$ cat config.mk
export PLATFORM = sky130hd
export DESIGN_NAME = fma_pair_accum
export DESIGN_NICKNAME = d
export VERILOG_FILES = /design/src/rtl/fma_acc_pkg.sv /design/src/rtl/fma_acc_lane.sv /design/src/rtl/fma_pair_accum.sv
export SDC_FILE = /design/constraint.sdc
export NUM_CORES = 1
export LEC_CHECK = 0
export BUFFER_PORTS_ARGS = -buffer_cell sky130_fd_sc_hd__buf_2
export CAP_MARGIN = 20
export CORE_MARGIN = 10
export CORE_UTILIZATION = 40
export DETAILED_ROUTE_END_ITERATION = 10
export PLACE_DENSITY_LB_ADDON = 0.12
export SLEW_MARGIN = 10
export SYNTH_ARGS = -nofsm -noshare
export SYNTH_HDL_FRONTEND = slang
export SYNTH_SLANG_ARGS = --single-unit
$ cat constraint.sdc
create_clock -name clk -period 2.9 [get_ports clk]
set_input_delay 0.58 -clock clk [delete_from_list [all_inputs] [get_ports clk]]
set_output_delay 0.58 -clock clk [all_outputs]
set_load 0.1 [all_outputs]
$ cat src/rtl/fma_acc_pkg.sv
// Shared types and helpers for the FMA pair accumulator: FSM states,
// accumulator width derivation and signed saturating narrowing.
package fma_acc_pkg;

  typedef enum logic [1:0] {
    IDLE = 2'd0,
    ACC  = 2'd1,
    HOLD = 2'd2
  } acc_state_e;

  typedef struct packed {
    logic               clipped;
    logic signed [63:0] value;
  } narrow_t;

  // Worst-case growth of MAX_LEN sums of 2*BW-bit signed terms.
  function automatic int unsigned acc_width(input int unsigned bw, input int unsigned max_len);
    return 2 * bw + $clog2(max_len);
  endfunction

  // Clamp a signed value into the out_w-bit two's-complement range.
  function automatic narrow_t sat_narrow(input logic signed [63:0] value, input int unsigned out_w);
    narrow_t            r;
    logic signed [63:0] hi;
    logic signed [63:0] lo;
    hi = (64'sd1 <<< (out_w - 1)) - 64'sd1;
    lo = -(64'sd1 <<< (out_w - 1));
    r.clipped = 1'b0;
    r.value   = value;
    if (value > hi) begin
      r.clipped = 1'b1;
      r.value   = hi;
    end else if (value < lo) begin
      r.clipped = 1'b1;
      r.value   = lo;
    end
    return r;
  endfunction

endpackage

$ cat src/rtl/fma_acc_lane.sv
// One accumulator lane: ACC_W signed accumulator with clear/load/add control and
// registered narrowing to OUT_W (saturating when FMA_ACC_SAT_EN is defined, else wrap).
module fma_acc_lane
  import fma_acc_pkg::*;
#(
  parameter int unsigned IN_W  = 16,
  parameter int unsigned ACC_W = 20,
  parameter int unsigned OUT_W = 20
) (
  input  logic             clk,
  input  logic             rst_n,
  input  logic             clr_i,
  input  logic             load_i,
  input  logic             add_i,
  input  logic [IN_W-1:0]  res_i,
  output logic [OUT_W-1:0] sum_o
`ifdef FMA_ACC_SAT_EN
  ,
  output logic             clip_c
`endif
);

  logic signed [ACC_W-1:0] acc_q;
  logic signed [ACC_W-1:0] acc_d;
  logic signed [ACC_W-1:0] res_ext;
  logic        [OUT_W-1:0] sum_d;

  assign res_ext = ACC_W'($signed(res_i));

  always_comb begin
    acc_d = acc_q;
    if (clr_i) begin
      acc_d = '0;
    end else if (load_i) begin
      acc_d = res_ext;
    end else if (add_i) begin
      acc_d = acc_q + res_ext;
    end
  end

`ifdef FMA_ACC_SAT_EN
  narrow_t nar;

  always_comb begin
    nar    = sat_narrow(64'(acc_d), OUT_W);
    sum_d  = OUT_W'(nar.value);
    clip_c = nar.clipped;
  end
`else
  always_comb begin
    sum_d = OUT_W'(acc_d);
  end
`endif

  always_ff @(posedge clk or negedge rst_n) begin
    if (!rst_n) begin
      acc_q <= '0;
      sum_o <= '0;
    end else begin
      acc_q <= acc_d;
      sum_o <= sum_d;
    end
  end

endmodule

$ cat src/rtl/fma_pair_accum.sv
// Frame accumulator for the dual-lane FMA stage: sums res_c/res_d over a frame and
// holds the pair of sums until taken. Optional saturation via FMA_ACC_SAT_EN.
module fma_pair_accum
  import fma_acc_pkg::*;
#(
  parameter  int unsigned BW      = 8,
  parameter  int unsigned MAX_LEN = 16,
  parameter  int unsigned OUT_W   = 20,
  localparam int unsigned CNT_W   = $clog2(MAX_LEN + 1)
) (
  input  logic             clk,
  input  logic             rst_n,
  input  logic             in_valid,
  output logic             in_ready,
  input  logic             in_last,
  input  logic [2*BW-1:0]  res_c,
  input  logic [2*BW-1:0]  res_d,
  output logic             out_valid,
  input  logic             out_ready,
  output logic [OUT_W-1:0] sum_c,
  output logic [OUT_W-1:0] sum_d,
  output logic [CNT_W-1:0] sum_cnt
`ifdef FMA_ACC_SAT_EN
  ,
  output logic             sat_flag
`endif
);

  localparam int unsigned ACC_W = acc_width(BW, MAX_LEN);

  acc_state_e       state_q, state_d;
  logic [CNT_W-1:0] cnt_q, cnt_d;
  logic             in_ready_q, out_valid_q;
  logic             accept;
  logic             lane_clr, lane_load, lane_add;

  assign accept = in_valid & in_ready_q;

  always_comb begin
    state_d   = state_q;
    cnt_d     = cnt_q;
    lane_clr  = 1'b0;
    lane_load = 1'b0;
    lane_add  = 1'b0;
    case (state_q)
      IDLE: begin
        if (accept) begin
          lane_load = 1'b1;
          cnt_d     = CNT_W'(1);
          state_d   = in_last ? HOLD : ACC;
        end
      end
      ACC: begin
        // Reaching MAX_LEN closes the frame regardless of in_last.
        if (accept) begin
          lane_add = 1'b1;
          cnt_d    = cnt_q + CNT_W'(1);
          if (in_last || (cnt_d == CNT_W'(MAX_LEN))) begin
            state_d = HOLD;
          end
        end
      end
      HOLD: begin
        if (out_ready) begin
          lane_clr = 1'b1;
          cnt_d    = '0;
          state_d  = IDLE;
        end
      end
      default: state_d = IDLE;
    endcase
  end

  always_ff @(posedge clk or negedge rst_n) begin
    if (!rst_n) begin
      state_q     <= IDLE;
      cnt_q       <= '0;
      in_ready_q  <= 1'b1;
      out_valid_q <= 1'b0;
    end else begin
      state_q     <= state_d;
      cnt_q       <= cnt_d;
      in_ready_q  <= (state_d != HOLD);
      out_valid_q <= (state_d == HOLD);
    end
  end

  assign in_ready  = in_ready_q;
  assign out_valid = out_valid_q;
  assign sum_cnt   = cnt_q;

`ifdef FMA_ACC_SAT_EN
  logic clip_lc, clip_ld, sat_q;

  always_ff @(posedge clk or negedge rst_n) begin
    if (!rst_n) begin
      sat_q <= 1'b0;
    end else begin
      sat_q <= (state_d == HOLD) & (clip_lc | clip_ld);
    end
  end

  assign sat_flag = sat_q;
`endif

  fma_acc_lane #(
    .IN_W (2 * BW),
    .ACC_W(ACC_W),
    .OUT_W(OUT_W)
  ) u_lane_c (
    .clk   (clk),
    .rst_n (rst_n),
    .clr_i (lane_clr),
    .load_i(lane_load),
    .add_i (lane_add),
    .res_i (res_c),
    .sum_o (sum_c)
`ifdef FMA_ACC_SAT_EN
    ,
    .clip_c(clip_lc)
`endif
  );

  fma_acc_lane #(
    .IN_W (2 * BW),
    .ACC_W(ACC_W),
    .OUT_W(OUT_W)
  ) u_lane_d (
    .clk   (clk),
    .rst_n (rst_n),
    .clr_i (lane_clr),
    .load_i(lane_load),
    .add_i (lane_add),
    .res_i (res_d),
    .sum_o (sum_d)
`ifdef FMA_ACC_SAT_EN
    ,
    .clip_c(clip_ld)
`endif
  );

endmodule

==> Word-level counts from Yosys, hierarchy flattened <==
Cells that the tools add are included.
{ "classes": {"n_lt_le_gt_ge": 0, "n_mux": 21, "n_div": 0, "reduce_logical": 5, "n_eq_ne": 8, "addsub": 3, "mul": 0, "bitwise": 1, "n_shift": 0} }
{ "op_table": {"columns": ["op", "count"], "rows": [
  ["20-bit two-way mux", 6],
  ["20-bit by 16-bit adder with 20-bit output", 2],
  ["5-bit two-way mux", 3],
  ["5-bit one-hot mux with 3 select lines", 1],
  ["2-bit two-way mux", 5],
  ["2-bit inequality test, second input constant", 4],
  ["2-bit one-hot mux with 3 select lines", 1],
  ["3-bit nonzero test", 2],
  ["5-bit by 1-bit adder with 5-bit output, second input constant", 1],
  ["5-bit == test, second input constant", 1],
  ["1-bit two-way mux", 5],
  ["2-bit == test, second input constant", 2],
  ["4-bit AND reduction", 1],
  ["2-bit by 1-bit == test with 1-bit output, second input constant", 1],
  ["2-bit zero test", 1],
  ["1-bit AND", 1],
  ["1-bit logical OR", 1]
]} }
{ "totals": {"latchBits": 0, "in_bits": 37, "mem_bits_rw": 0, "reg_bits": 49, "elab_cells": 44, "n_memories": 0, "out_inout_bits": 47, "rom_bits": 0} }

==> Logic depth before layout (Yosys ltp) <==
{ "depth": {"word_depth": 7, "depth_mapped": 11, "mapped_depth_nobuf": 11} }

==> By module <==
Synthesis repeated with hierarchy kept, for this count alone.
{ "unflattened": {"hier_cells": 565, "area_unflattened_um2": 4693.3} }
{ "by_module_without_submodules": {"columns": ["mod", "area_per_inst_um2", "cells_per_inst", "instances", "seq_area_each_um2"], "rows": [
  ["fma_acc_lane (u_lane_c)", 2084.5, 254, 1, 500.5],
  ["fma_acc_lane (u_lane_d)", 1975.6, 243, 1, 500.5],
  ["fma_pair_accum", 633.1, 68, 1, 226.5]
]} }

==> Least setup slack after synthesis <==
OpenSTA, ideal clock, no wires.
{ "synth_path": {"path_kind": "flip-flop to flip-flop", "startpoint": "register u_lane_c.sum_o[0] (netlist name)", "endpoint": "register u_lane_c.sum_o[18]", "arrival_time_ns": 3.005, "slack_ns": -0.176, "path_stages_with_launch": 12, "n_path_buf": 0, "synth_period_minus_slack_ns": 3.076, "required_ns": 2.829, "setup_ns": 0.071, "cell_sequence": "dfrtp_1 ha_1 inv_1 fa_1 and2b_1 o21ai_2 a211oi_1 o311a_1 a31oi_2 a21oi_1 or4b_1 nand3_1"} }
{ "synth_rtl": {"columns": ["item", "line_no", "source"], "rows": [
  ["end signal: assignment", "fma_acc_lane.sv:61", "sum_o <= sum_d;"],
  ["end: declaration", "fma_acc_lane.sv:16", "output logic [OUT_W-1:0] sum_o"]
]} }

==> results.ini <==
[floorplanning]
dieArea_sq_um=14700
start_util_pct=41.4
core-area_sq_um=9860
die_w_microns=121
io_pins=84
die_h_microns=121
rows=36

[global_route]
antenna_found_initial=0
first_global_vias=3779
grt_max_degree=50
grt_remaining_overflow=0
grtUsageTotal_pct=14.5
grt_pass1_wl_mm=17.9

[worst_setup_path]
reg2reg_depth=11
critPathMaxFanout=3
rr_endpoint=u_lane_c.sum_o[18]
critPathLaunchType=register
r2r_setup_slack_ns=0.21
cpMaxStageDelayCell=or4b_1
path_cells=ha_1 > inv_1 > fa_1 > and2b_1 > o21ai_2 > a211oi_2 > o311a_1 > a31oi_2 > a21oi_1 > or4b_1 > nand3_1
cp_data_required_time_ns=3.15
worstSetupPathType=register to register
cp-end-kind=register
r2r-start=u_lane_c.sum_o[0]
slowest_delay_ns=0.50
arrival_ns=2.94

[logic_synthesis]
ys_async_sr_fraction_pct=100
synth-main-ff-cell=dfrtp_1
synthSimpleGateAreaFrac_pct=13.6
synth.distinct_cells=62
synthCells=470
avgSynthCellArea_sq_um=8.69
yosys-top-cells-area=dfrtp_1 29%, ha_1 13%, a21oi_1 5.0%
ys_warn_count=0
synth_nets=553
synth-xor-area-share_pct=7.50
synth-seq-cells=49
synth-edff-count=0
synthAdderAreaFrac_pct=14.5
synthMuxAreaShare_pct=0.521
synth_top_family_by_area=compound AO/OA/AOI/OAI gates
synth_top_area_share_pct=29.4
ys_seq_area_share_pct=30.0
synth_compound_area_share_pct=30.3
netlist_area_sq_um=4090
yosys.area.top_type=dfrtp_1

[hold_path]
timing.hold.worst.class=input port to async pin

[final_layout]
nets=643
mostFrequentLayoutCell=buf_2
diodes=0
fin_util_pct=49.0
final_area_sq_um=4830
drive_gt1_share_pct=22.6
syn_to_final_growth_pct=18.2
final_cell_mix=83 x buf_2, 47 x nand2_1, 44 x ha_1, 40 x a21oi_1, 40 x dfrtp_1

[sta]
maxSlewViolCount=0
fin_crit_sh_pct=92.6
setup_viol=0
max_freq_mhz=372
rsz0062_at_grt=no
hold_viol_final=0
fin_crit_ns=2.69
fin_worst_skew_ns=0.00826
worstMarginPinSlew_ns=0.525
slew-limit-headroom_pct=65.0

[clocking]
cts_num_sinks=49
cts_root_buffer=clkbuf_8
cts_buffers=5
htree_levels=2
cts_tree=done
insertion_delay_ns=0.31
postCtsSetupBuffers=0
cts_buffer_depth=2
clk_pin_slew_ns=0.10

[route]
vias_per_cell=5.46
drtPass1Iterations=4
drc=0
antenna_left=0
wl_per_cell_microns=15.5
drtIter0Drc=171
via_count=3792
wl_mm=10.8

[flow_run]
cap_violations=0

[placed_design]
dpl_cell_area_sq_um=4740
gp_congestion=0.815
dpl.hpwl_mm=8.18
io_buffers=83

[status]
status=completed

-- worst max-delay path by stage --
| stage | from | end | slack (ns) | depth (start not counted) |
|---|---|---|---|---|
| finish | u_lane_c.sum_o[0] | u_lane_c.sum_o[18] | 0.21 | 11 |
| global route | u_lane_c.sum_o[0] | u_lane_c.sum_o[18] | 0.04 | 11 |
| CTS | u_lane_c.sum_o[0] | u_lane_c.sum_o[16] | 0.16 | 12 |
| detailed placement | res_c[0] | u_lane_c.sum_o[16] | -0.14 | 13 |
| global placement | res_c[0] | u_lane_c.sum_o[16] | -0.09 | 13 |
| floorplan | u_lane_c.sum_o[9] | u_lane_c.sum_o[18] | 0.03 | 9 |
-- cells in the mapped netlist (all sizes together), types with 2 or more instances --
cell	count
a21o	16
fa	2
buf	4
nand2b	6
a211o	2
nor2	13
nand4	6
and3	5
a22oi	16
a21oi	42
nor3b	2
xnor2	15
a211oi	4
o21bai	3
inv	19
o31ai	3
o21ai	65
nand2	48
xor2	20
clkbuf	11
o21a	4
a21boi	4
nor3	5
or2	2
a32oi	3
a31oi	5
a22o	14
nor2b	7
dfrtp	48
ha	44
nand3	11
-- worst max-delay path: cells and delay by family (launching register included) --
family | cells | cell delay, ns
buf+inv | 1 | 0.07
simple gates | 3 | 0.79
compound gates | 5 | 0.95
fa+ha+maj | 2 | 0.41
flops | 1 | 0.42
-- logic make-up after synthesis --
family / count (synthesis)
adder cells (fa/ha/maj): 46
AND/OR/NAND/NOR: 111
AO/OA/AOI/OAI: 193
buffers and inverters: 34
flip-flops: 49
XOR/XNOR: 35
multiplexers: 2
-- timing repair --
item,4_1_cts,5_1_grt
hold buffers,0,0
setup endpoints to repair,0,1
gates resized for setup,0,1
-- per-stage QoR --
| stage | std cells | worst slack, ns | setup TNS [ns] | hold WS, ns |
|---|---|---|---|---|
| after detailed placement | 686 | -0.144 | -0.240 | 0.519 |
| after global placement | 686 | -0.0855 | -0.142 | 0.513 |
| after CTS | 694 | 0.160 | 0 | 0.258 |
| final | 694 | 0.214 | 0 | 0.244 |
| after global routing | 694 | 0.0410 | 0 | 0.272 |
| after floorplan | 470 | 0.0280 | 0 | 0.284 |
-- layer usage --
layer	global-route usage [%]	up-vias	wire length, microns	share of wire (%)
met3	3.86	8	669	6.2
met4	3.09	0	93	0.86
met1	18.2	1789	5030	47
li1	-	1926	-	-
met2	24.3	69	4960	46
met5	0	-	0	0
-- flip-flops by register name, indices dropped and copies added (netlist names) --
name and flops:
u_lane_c.sum_o 20, u_lane_d.sum_o 20, sum_cnt 5, in_ready 1, out_valid 1, state_q 2
-- final cells by class --
class | count | area, sq um
clock buffers | 6 | 72.6
well taps | 133 | 166
multi-input cells | 387 | 2730
inverters | 19 | 71.3
flip-flops and latches | 49 | 1240
clock inverters | 2 | 10.0
repair buffers | 98 | 541
fillers | 1013 | 5030
Power is not shown: default switching activity piles up to over one toggle a cycle in this logic, so the estimate is an artifact.
